File: config.mk
export PLATFORM = sky130hd
export DESIGN_NAME = mc_ctrl
export DESIGN_NICKNAME = d
export VERILOG_FILES = /design/src/rtl/mc_ctrl_pkg.sv /design/src/rtl/mc_decode.sv /design/src/rtl/mc_ctrl.sv
export SDC_FILE = /design/constraint.sdc
export NUM_CORES = 1
export LEC_CHECK = 0
export BUFFER_PORTS_ARGS = -buffer_cell sky130_fd_sc_hd__buf_2
export CAP_MARGIN = 20
export CORE_UTILIZATION = 34
export DETAILED_ROUTE_END_ITERATION = 16
export PLACE_DENSITY = 0.76
export SLEW_MARGIN = 5
export SYNTH_ARGS = -nofsm -noshare
export SYNTH_HDL_FRONTEND = slang
export SYNTH_SLANG_ARGS = --single-unit
export TNS_END_PERCENT = 30
File: constraint.sdc
create_clock -name clk -period 2.35 [get_ports clk]
set_input_delay 0.47 -clock clk [delete_from_list [all_inputs] [get_ports clk]]
set_output_delay 0.47 -clock clk [all_outputs]
set_load 0.01 [all_outputs]
File: src/rtl/mc_ctrl_pkg.sv
// mc_ctrl_pkg: shared encodings for the multi-cycle control unit.
// States, opcodes, instruction classes and datapath select codes.
package mc_ctrl_pkg;

  localparam logic [2:0] ST_IF   = 3'd0;
  localparam logic [2:0] ST_ID   = 3'd1;
  localparam logic [2:0] ST_EX   = 3'd2;
  localparam logic [2:0] ST_MEM  = 3'd3;
  localparam logic [2:0] ST_WB   = 3'd4;
  localparam logic [2:0] ST_HALT = 3'd7;

  localparam logic [6:0] OP_R     = 7'b0110011;
  localparam logic [6:0] OP_IMM   = 7'b0010011;
  localparam logic [6:0] OP_LOAD  = 7'b0000011;
  localparam logic [6:0] OP_STORE = 7'b0100011;
  localparam logic [6:0] OP_LUI   = 7'b0110111;
  localparam logic [6:0] OP_AUIPC = 7'b0010111;
  localparam logic [6:0] OP_JAL   = 7'b1101111;
  localparam logic [6:0] OP_JALR  = 7'b1100111;
  localparam logic [6:0] OP_BR    = 7'b1100011;

  localparam logic [2:0] F3_ADD = 3'b000;
  localparam logic [2:0] F3_LW  = 3'b010;
  localparam logic [2:0] F3_SW  = 3'b010;
  localparam logic [2:0] F3_BEQ = 3'b000;
  localparam logic [2:0] F3_BLT = 3'b100;

  localparam logic [2:0] IMM_I = 3'b000;
  localparam logic [2:0] IMM_U = 3'b001;
  localparam logic [2:0] IMM_J = 3'b010;
  localparam logic [2:0] IMM_B = 3'b011;
  localparam logic [2:0] IMM_S = 3'b100;

  localparam logic [1:0] ALU_ADD  = 2'b00;
  localparam logic [1:0] ALU_SUB  = 2'b01;
  localparam logic [1:0] ALU_PASS = 2'b10;

  localparam logic [1:0] PC_PLUS4 = 2'b00;
  localparam logic [1:0] PC_ALU   = 2'b01;
  localparam logic [1:0] PC_JALR  = 2'b10;

  localparam logic [1:0] WB_ALU = 2'b00;
  localparam logic [1:0] WB_MEM = 2'b01;
  localparam logic [1:0] WB_PC4 = 2'b10;

  typedef enum logic [3:0] {
    CL_NONE,
    CL_R,
    CL_ADDI,
    CL_LW,
    CL_SW,
    CL_LUI,
    CL_AUIPC,
    CL_JAL,
    CL_JALR,
    CL_BEQ,
    CL_BLT
  } cls_e;

endpackage

File: src/rtl/mc_decode.sv
// mc_decode: combinational instruction classifier and datapath
// select generator for the multi-cycle control unit.
module mc_decode
  import mc_ctrl_pkg::*;
(
  input  logic [31:0] inst,
  output cls_e        cls,
  output logic        legal,
  output logic [2:0]  imm_type,
  output logic [1:0]  alu_op,
  output logic        alu_a_sel,
  output logic        alu_b_sel,
  output logic [1:0]  wb_sel
);

  logic [6:0] opcode;
  logic [2:0] funct3;
  logic       f7_sub;
  logic       unused_bits;

  assign opcode = inst[6:0];
  assign funct3 = inst[14:12];
  assign f7_sub = inst[30];
  assign unused_bits = ^{inst[31], inst[29:15], inst[11:7]};

  always_comb begin
    cls = CL_NONE;
    case (opcode)
      OP_R:     cls = CL_R;
      OP_IMM:   if (funct3 == F3_ADD) cls = CL_ADDI;
      OP_LOAD:  if (funct3 == F3_LW) cls = CL_LW;
      OP_STORE: if (funct3 == F3_SW) cls = CL_SW;
      OP_LUI:   cls = CL_LUI;
      OP_AUIPC: cls = CL_AUIPC;
      OP_JAL:   cls = CL_JAL;
      OP_JALR:  cls = CL_JALR;
      OP_BR: begin
        if (funct3 == F3_BEQ) cls = CL_BEQ;
        else if (funct3 == F3_BLT) cls = CL_BLT;
      end
      default:  cls = CL_NONE;
    endcase
  end

  assign legal = (cls != CL_NONE);

  always_comb begin
    imm_type  = IMM_I;
    alu_op    = ALU_ADD;
    alu_a_sel = 1'b0;
    alu_b_sel = 1'b0;
    wb_sel    = WB_ALU;
    case (cls)
      CL_R:     alu_op = f7_sub ? ALU_SUB : ALU_ADD;
      CL_ADDI:  alu_b_sel = 1'b1;
      CL_LW: begin
        alu_b_sel = 1'b1;
        wb_sel    = WB_MEM;
      end
      CL_SW: begin
        imm_type  = IMM_S;
        alu_b_sel = 1'b1;
      end
      CL_LUI: begin
        imm_type  = IMM_U;
        alu_b_sel = 1'b1;
        alu_op    = ALU_PASS;
      end
      CL_AUIPC: begin
        imm_type  = IMM_U;
        alu_a_sel = 1'b1;
        alu_b_sel = 1'b1;
      end
      CL_JAL: begin
        imm_type  = IMM_J;
        alu_a_sel = 1'b1;
        alu_b_sel = 1'b1;
        wb_sel    = WB_PC4;
      end
      CL_JALR: begin
        alu_b_sel = 1'b1;
        wb_sel    = WB_PC4;
      end
      CL_BEQ, CL_BLT: begin
        imm_type  = IMM_B;
        alu_a_sel = 1'b1;
        alu_b_sel = 1'b1;
      end
      default: ;
    endcase
  end

endmodule

File: src/rtl/mc_ctrl.sv
// mc_ctrl: multi-cycle IF/ID/EX/MEM/WB sequencer for the RV32I subset,
// sole writer of PC and IR, stalling on the shared memory port.
module mc_ctrl
  import mc_ctrl_pkg::*;
(
  input  logic        clk,
  input  logic        rstn,
  input  logic [31:0] inst,
  input  logic        br_eq,
  input  logic        br_lt,
  input  logic        mem_ready,
  output logic        mem_req,
  output logic        mem_we,
  output logic        ir_we,
  output logic        pc_we,
  output logic [1:0]  pc_sel,
  output logic [2:0]  imm_type,
  output logic        alu_a_sel,
  output logic        alu_b_sel,
  output logic [1:0]  alu_op,
  output logic        rf_we,
  output logic [1:0]  wb_sel,
  output logic        retire,
  output logic        illegal,
  output logic [2:0]  state_o
);

  logic [2:0] state_q, state_d;
  logic       illegal_q, illegal_d;

  cls_e       dec_cls;
  logic       dec_legal;
  logic [2:0] dec_imm;
  logic [1:0] dec_op;
  logic       dec_a;
  logic       dec_b;
  logic [1:0] dec_wb;

  logic       is_br;
  logic       is_mem;
  logic       taken;
  logic       dec_on;

  mc_decode u_dec (
    .inst      (inst),
    .cls       (dec_cls),
    .legal     (dec_legal),
    .imm_type  (dec_imm),
    .alu_op    (dec_op),
    .alu_a_sel (dec_a),
    .alu_b_sel (dec_b),
    .wb_sel    (dec_wb)
  );

  assign is_br  = (dec_cls == CL_BEQ) || (dec_cls == CL_BLT);
  assign is_mem = (dec_cls == CL_LW) || (dec_cls == CL_SW);
  assign taken  = ((dec_cls == CL_BEQ) && br_eq) ||
                  ((dec_cls == CL_BLT) && br_lt);

  always_comb begin
    state_d   = state_q;
    illegal_d = illegal_q;
    mem_req   = 1'b0;
    mem_we    = 1'b0;
    ir_we     = 1'b0;
    pc_we     = 1'b0;
    pc_sel    = PC_PLUS4;
    rf_we     = 1'b0;
    case (state_q)
      ST_IF: begin
        mem_req = 1'b1;
        if (mem_ready) begin
          ir_we   = 1'b1;
          state_d = ST_ID;
        end
      end
      ST_ID: begin
        if (dec_legal) begin
          state_d = ST_EX;
        end else begin
          illegal_d = 1'b1;
          state_d   = ST_HALT;
        end
      end
      ST_EX: begin
        if (is_br) begin
          pc_we   = 1'b1;
          pc_sel  = taken ? PC_ALU : PC_PLUS4;
          state_d = ST_IF;
        end else if (is_mem) begin
          state_d = ST_MEM;
        end else begin
          state_d = ST_WB;
        end
      end
      ST_MEM: begin
        mem_req = 1'b1;
        mem_we  = (dec_cls == CL_SW);
        if (mem_ready) begin
          if (dec_cls == CL_SW) begin
            pc_we   = 1'b1;
            state_d = ST_IF;
          end else begin
            state_d = ST_WB;
          end
        end
      end
      ST_WB: begin
        rf_we   = 1'b1;
        pc_we   = 1'b1;
        state_d = ST_IF;
        if (dec_cls == CL_JAL) pc_sel = PC_ALU;
        else if (dec_cls == CL_JALR) pc_sel = PC_JALR;
      end
      ST_HALT: ;
      default: state_d = ST_IF;
    endcase
    // reset silences everything in the same cycle, including a pending request
    if (!rstn) begin
      state_d   = ST_IF;
      illegal_d = 1'b0;
      mem_req   = 1'b0;
      mem_we    = 1'b0;
      ir_we     = 1'b0;
      pc_we     = 1'b0;
      pc_sel    = PC_PLUS4;
      rf_we     = 1'b0;
    end
  end

  always_ff @(posedge clk) begin
    if (!rstn) begin
      state_q   <= ST_IF;
      illegal_q <= 1'b0;
    end else begin
      state_q   <= state_d;
      illegal_q <= illegal_d;
    end
  end

  assign dec_on = rstn && ((state_q == ST_ID) || (state_q == ST_EX) ||
                           (state_q == ST_MEM) || (state_q == ST_WB));

  assign imm_type  = dec_on ? dec_imm : 3'b000;
  assign alu_op    = dec_on ? dec_op : 2'b00;
  assign alu_a_sel = dec_on && dec_a;
  assign alu_b_sel = dec_on && dec_b;
  assign wb_sel    = dec_on ? dec_wb : 2'b00;
  assign retire    = pc_we;
  assign illegal   = rstn && illegal_q;
  assign state_o   = rstn ? state_q : ST_IF;

endmodule

## Word level (Yosys, flattened, before mapping)

Index checks and enable logic that the tools add are counted.

- Equal/unequal tests: 28
- Muxes and demuxes: 43
- Bitwise operators: 2
- Reductions and logical operators: 23

Operators with widths:

| kind | count |
|---|---|
| 4-bit case mux with 9 select lines | 1 |
| 3-bit two-way mux | 9 |
| 7-bit by 6-bit equality test with 1-bit output (second input constant) | 3 |
| 7-bit equality test (second input constant) | 3 |
| 1-bit two-way mux | 18 |
| 4-bit by 3-bit equality test with 1-bit output (second input constant) | 4 |
| 3-bit case mux with 5 select lines | 1 |
| 7-bit by 5-bit equality test with 1-bit output (second input constant) | 2 |
| 2-bit two-way mux | 7 |
| 4-bit equality test (second input constant) | 3 |
| 2-bit case mux with 2 select lines | 3 |
| 3-bit case mux with 4 select lines | 1 |
| 3-bit by 2-bit equality test with 1-bit output (second input constant) | 3 |
| 3-bit equality test (second input constant) | 3 |
| 9-bit OR reduction | 1 |
| 4-bit by 2-bit equality test with 1-bit output (second input constant) | 2 |
| 4-bit two-way mux | 2 |
| 2-bit OR reduction | 4 |
| 7-bit by 2-bit equality test with 1-bit output (second input constant) | 1 |
| 1-bit logical AND | 6 |
| 3-bit logical NOT | 2 |
| 1-bit logical OR | 6 |
| 4-bit by 1-bit equality test with 1-bit output (second input constant) | 1 |
| 2-bit inequality test (second input constant) | 2 |
| other kinds (7) | 8 |

- Bits in registers: 4
- Input bits: 37
- Output and inout port bits: 21
- Word-level logic and storage cells: 98

## Depth between registers and ports, before layout

- Word-level depth: 11
- Mapped depth: 6
- Depth with buffers taken out: 5

## Modules after synthesis

A second synthesis with hierarchy kept.

- Cells, all modules: 128
- Area total of the unflattened synthesis: 909.6 µm²

Modules (own cells, without submodules):

| module | instances | cells each | area each (µm²) | sequential area each (µm²) |
|---|---|---|---|---|
| mc_ctrl | 1 | 77 | 556.8 | 80.1 |
| mc_decode | 1 | 51 | 352.8 | 0.0 |

## Worst setup path after synthesis

No wires, ideal clock.

- Path type: input to output
- From: input inst[2]
- To: output retire
- Arrival: 2.094 ns
- Required time: 1.880 ns
- Slack: -0.214 ns
- Stages: 5
- Path buffers: 1
- Path through: or4b_2 > nor4_4 > a31oi_1 > o21ai_0 > buf_4

- Word-level cells in the longest chain between the ends: 7
- Elaborated cells on any way between the ends: 19
- Those cells by class: eq/ne (12); mux (6); reduce/logical (1)

RTL lines:

| what | line | source |
|---|---|---|
| from (decl) | mc_ctrl.sv:8 | `input logic [31:0] inst,` |
| 7-bit equality test, or another cell as far along | mc_decode.sv:28 | `case (opcode)` |
| 4-bit case mux with 9 select lines (*) | mc_decode.sv:28 |  |
| 4-bit by 3-bit equality test with 1-bit output / 4-bit equality test (equally long branches) | mc_ctrl.sv:100, mc_ctrl.sv:55 |  |
| 1-bit two-way mux / 1-bit logical OR (equally long branches) | mc_ctrl.sv:100, mc_ctrl.sv:55 |  |
| 1-bit two-way mux, on equally long branches | mc_ctrl.sv:99, mc_ctrl.sv:86 |  |
| 1-bit case mux with 3 select lines (*) | mc_ctrl.sv:69 | `case (state_q)` |
| 1-bit two-way mux (*) | mc_ctrl.sv:119 | `if (!rstn) begin` |
| to (decl) | mc_ctrl.sv:23 | `output logic retire,` |

Every way passes the cells marked *; elsewhere a longest branch is shown, timed or not.

## Final worst setup path

- From: input inst[6]
- To: output alu_op[0]

- Word-level cells in the longest chain between the ends: 5
- Elaborated cells on any way between the ends: 14
- Those cells by class: eq/ne (11); mux (3)

RTL lines:

| what | line | source |
|---|---|---|
| 7-bit equality test, or another cell as far along | mc_decode.sv:28 |  |
| 4-bit case mux with 9 select lines (*) | mc_decode.sv:28 |  |
| 4-bit by 3-bit equality test with 1-bit output / 4-bit by 1-bit equality test with 1-bit output (equally long branches) | mc_decode.sv:53 | `case (cls)` |
| 2-bit case mux with 2 select lines (*) | mc_decode.sv:53 |  |
| 2-bit two-way mux (*) | mc_ctrl.sv:145 | `assign alu_op = dec_on ? dec_op : 2'b00;` |
| to (decl) | mc_ctrl.sv:20 | `output logic [1:0] alu_op,` |

Marked as above.

==> flow_summary.yaml <==
worst_setup_path:
  cp.required_ps: 1880
  cp-end-kind: "output port"
  timing_worst_setup_path_type: "input pin to output port"
  arrival_ps: 1990
  worstPathCellList: "buf_6 > or3b_1 > or4_4 > o211ai_2 > nor4b_4 > and3_1 > buf_2"
  worstPathMaxFanout: 3
  slowest_stage: "sky130_fd_sc_hd__or4_4"
  critical_path.startpoint_type: "input pin"
  critPathMaxStageDelay_ps: 450
sta:
  setup_viol: 3
  grt_setup_unrepaired: "true"
  hold_viol_final: 0
  finalClockSkew_ps: 2.13
  finalWorstPathRequiredPeriod_ps: 2460
  min_period_over_period_pct: 105
  relSlewSlack_pct: 66.9
  fmax_mhz: 407
  worstMarginPinSlew_ps: 490
  worst_hold_slack_ps: 542
  finalWorstSetupSlack_ps: -108
  maxSlewViolCount: 0
pwr:
  p_clk_share_pct: 18.6
  internal_power_w: 0.000268
  power_leakage_nw: 0.570
  share_seq_of_total_power_pct: 23.4
  p_sw_share_pct: 42.2
  cellPowerDensity_nw_per_um2: 429
  totalPowerFinal_w: 0.000464
  power.switching_w: 0.000196
  power.share.combinational_pct: 58.0
  vdd_drop_max_mv: 0.239
yosys:
  postSynthCellCount: 98
  cell_types_occupying_the_most_area_after_synthesis: "sky130_fd_sc_hd__dfxtp_1 (12%), sky130_fd_sc_hd__a21oi_1 (5.2%), sky130_fd_sc_hd__inv_1 (5.0%), sky130_fd_sc_hd__nand2_1 (5.0%), sky130_fd_sc_hd__and3_1 (4.6%)"
  postSynth.asyncResetShare_pct: 0
  synth.top_cell.area_share_pct: 11.9
  edff_count_synth: 0
  synth_ff_type: "sky130_fd_sc_hd__dfxtp_1"
  netlist.top_cell.by_area: "sky130_fd_sc_hd__dfxtp_1"
  synth_area_um2: 674
  synthesis.yosys.warnings: 0
  postSynthNetCount: 135
  post_synth_num_cell_types: 40
  synthesis_stage_register_bit_count: 4
  seq_area_frac_synth_pct: 11.9
  synth_area_per_cell_um2: 6.88
route:
  wl_per_cell_um: 11.9
  route.detailed.drc: 0
  firstDrtPassIters: 4
  route.detailed.vias_per_inst: 5.33
  drt_wl_total_mm: 2.11
  first_iteration_detailed_routing_drc_count: 38
  detail-route-antenna-nets: 0
  detailroute.via_count: 948
clock_network:
  clock_h_tree_levels: 1
  ctsLongestPathBuffers: 2
  clock_insertion_delay_at_the_later_pin_of_the_skew_report_ps: 230
  clk_transition_reported_paths_ps: 40
  cts_hold_repair.buffers: 0
  tritoncts: "yes"
  clock_sinks: 4
  cts-buffers-inserted: 3
  cts_root_buf: "sky130_fd_sc_hd__clkbuf_4"
die:
  boundaryPins: 58
  initial_core_util_pct: 37.8
  die_width_um: 46.5
  die-height_um: 46.5
  row_count: 15
  placeableCoreArea_um2: 1780
  die_area_um2: 2170
global_routing:
  first_global_vias: 861
  grt_usage_pct: 20.6
  maximum_number_of_pins_on_one_net_before_global_route_repair: 13
  grt_antenna_before_repair: 0
  wire_length_of_the_first_global_routing_pass_mm: 3.34
  grt_overflow: 0
placement:
  dpl.hpwl_mm: 1.70
  placedCellCount: 173
  io_buffers: 36
  finalWeightedCongestion: 0.938
final_layout:
  fill_count: 174
  share_of_cells_above_drive_strength_1_pct: 47.1
  area_growth_syn_to_layout_pct: 60.3
  multi_input_comb_area_um2: 556
  diodes: 0
  layoutNonFillerInstCount: 178
  layout.area.seq_um2: 80.1
  post_layout_net_count: 192
outcome:
  run_status: "complete, but fails checks"
  failed_checks: "negative setup slack"
flow_run:
  max_cap_viol_count: 0
min_path:
  hold_path_class: "register to register"
-- power groups by stage --
stage | Combinational, W | Clock [W] | Sequential [W]
finish | 0.000269 | 0.0000864 | 0.000109
floorplan | 0.000169 | 0 | 0.0000954
detailed placement | 0.000261 | 0 | 0.000108
global placement | 0.000253 | 0 | 0.000109
CTS | 0.000265 | 0.0000916 | 0.000108
global route | 0.000298 | 0.0000965 | 0.000112
-- per-stage QoR --
step / area (µm²) / worst slack, ps / setup TNS (ps) / util, %
floorplan: 682 / -34.3 / -34.3 / -
CTS: 1070 / -130 / -243 / 60.0
detailed placement: 1020 / -198 / -643 / 57.0
finish: 1080 / -108 / -199 / 60.6
global route: 1080 / -212 / -668 / 60.6
global placement: 1020 / -170 / -587 / 57.0
-- kinds of logic (layout without fill, tap and decap cells) --
kind of cell | count (synthesis) | count (layout) | share of synthesized area, %
AOI/OAI and AO/OA | 22 | 22 | 21.0
xor gates and xnor gates | 1 | 1 | 1.30
buffers and inverters | 15 | 70 | 9.09
DFF | 4 | 4 | 11.9
muxes | 2 | 2 | 2.97
and+or+nand+nor | 54 | 54 | 53.8
-- synth_stat cells, types with 2 or more instances --
| cell | n |
|---|---|
| sky130_fd_sc_hd__mux2i_1 | 2 |
| sky130_fd_sc_hd__o2111ai_1 | 2 |
| sky130_fd_sc_hd__and3_1 | 5 |
| sky130_fd_sc_hd__nand2_1 | 9 |
| sky130_fd_sc_hd__a31oi_1 | 4 |
| sky130_fd_sc_hd__nor2_1 | 8 |
| sky130_fd_sc_hd__nor3_1 | 5 |
| sky130_fd_sc_hd__nand4_1 | 3 |
| sky130_fd_sc_hd__and4b_1 | 2 |
| sky130_fd_sc_hd__a21oi_1 | 7 |
| sky130_fd_sc_hd__nand2b_1 | 2 |
| sky130_fd_sc_hd__inv_1 | 9 |
| sky130_fd_sc_hd__nor3b_1 | 4 |
| sky130_fd_sc_hd__clkbuf_1 | 4 |
| sky130_fd_sc_hd__dfxtp_1 | 4 |
| sky130_fd_sc_hd__o21ai_0 | 4 |
-- worst max-delay path, delay by kind of cell --
family / cells / cell delay, ps
AOI/OAI and AO/OA: 1 / 90
buffers and inverters: 2 / 210
and+or+nand+nor: 4 / 1200
-- flip-flops by register name (all words and copies together), names as in the netlist --
name,cells
illegal_q,1
state_q,3
-- metal layers --
metal	track usage, %	part of all wire [%]	vias up
met2	36.7	52	34
met5	0	0	-
met3	0.784	4.0	0
met4	11.2	0	0
met1	24.1	44	440
li1	-	-	474
-- area by class of cell --
type                       instances  share of cell area (%)
timing repair buffer              58                    33.1
sequential                         4                    7.41
inverter                           9                    3.12
clock buffer                       3                    2.08
multi-input combinational         79                    51.4
tap                               25                    2.89
-- final timing paths --
path	startpoint	end	slack, ps	cells past startpoint
min	illegal_q$_SDFFE_PN0P_	illegal_q$_SDFFE_PN0P_	540	2
min reg2reg	illegal_q$_SDFFE_PN0P_	illegal_q$_SDFFE_PN0P_	540	2
max reg2reg	state_q[0]$_SDFFE_PN0P_	state_q[0]$_SDFFE_PN0P_	1010	4
max	inst[6]	alu_op[0]	-110	7
-- cell usage in the layout (no fill, tap or decap), types with 2 or more instances in the layout --
master | synthesis | final
sky130_fd_sc_hd__buf_2 | 1 | 34
sky130_fd_sc_hd__buf_4 | 1 | 22
sky130_fd_sc_hd__inv_1 | 9 | 9
sky130_fd_sc_hd__nand2_1 | 9 | 9
sky130_fd_sc_hd__nor2_1 | 8 | 8
sky130_fd_sc_hd__a21oi_1 | 7 | 7
sky130_fd_sc_hd__nor3_1 | 5 | 5
sky130_fd_sc_hd__nor3b_1 | 4 | 4
sky130_fd_sc_hd__and3_1 | 5 | 4
sky130_fd_sc_hd__dfxtp_1 | 4 | 4
sky130_fd_sc_hd__nand4_1 | 3 | 3
sky130_fd_sc_hd__a31oi_1 | 4 | 3
sky130_fd_sc_hd__o21ai_0 | 4 | 3
sky130_fd_sc_hd__clkbuf_4 | 0 | 3
sky130_fd_sc_hd__mux2i_1 | 2 | 2
sky130_fd_sc_hd__and4b_1 | 2 | 2
sky130_fd_sc_hd__o2111ai_1 | 2 | 2
sky130_fd_sc_hd__nand2b_1 | 2 | 2
sky130_fd_sc_hd__buf_6 | 0 | 2
-- timing repair --
item | in CTS | in global routing
endpoints found under the setup margin | 8 | 8
pin swaps | 5 | 2
gates resized for setup | 3 | 2
buffers inserted | 2 | 0
hold endpoints to repair | 0 | 0
Note: power is estimated with default switching activity, not from simulation.
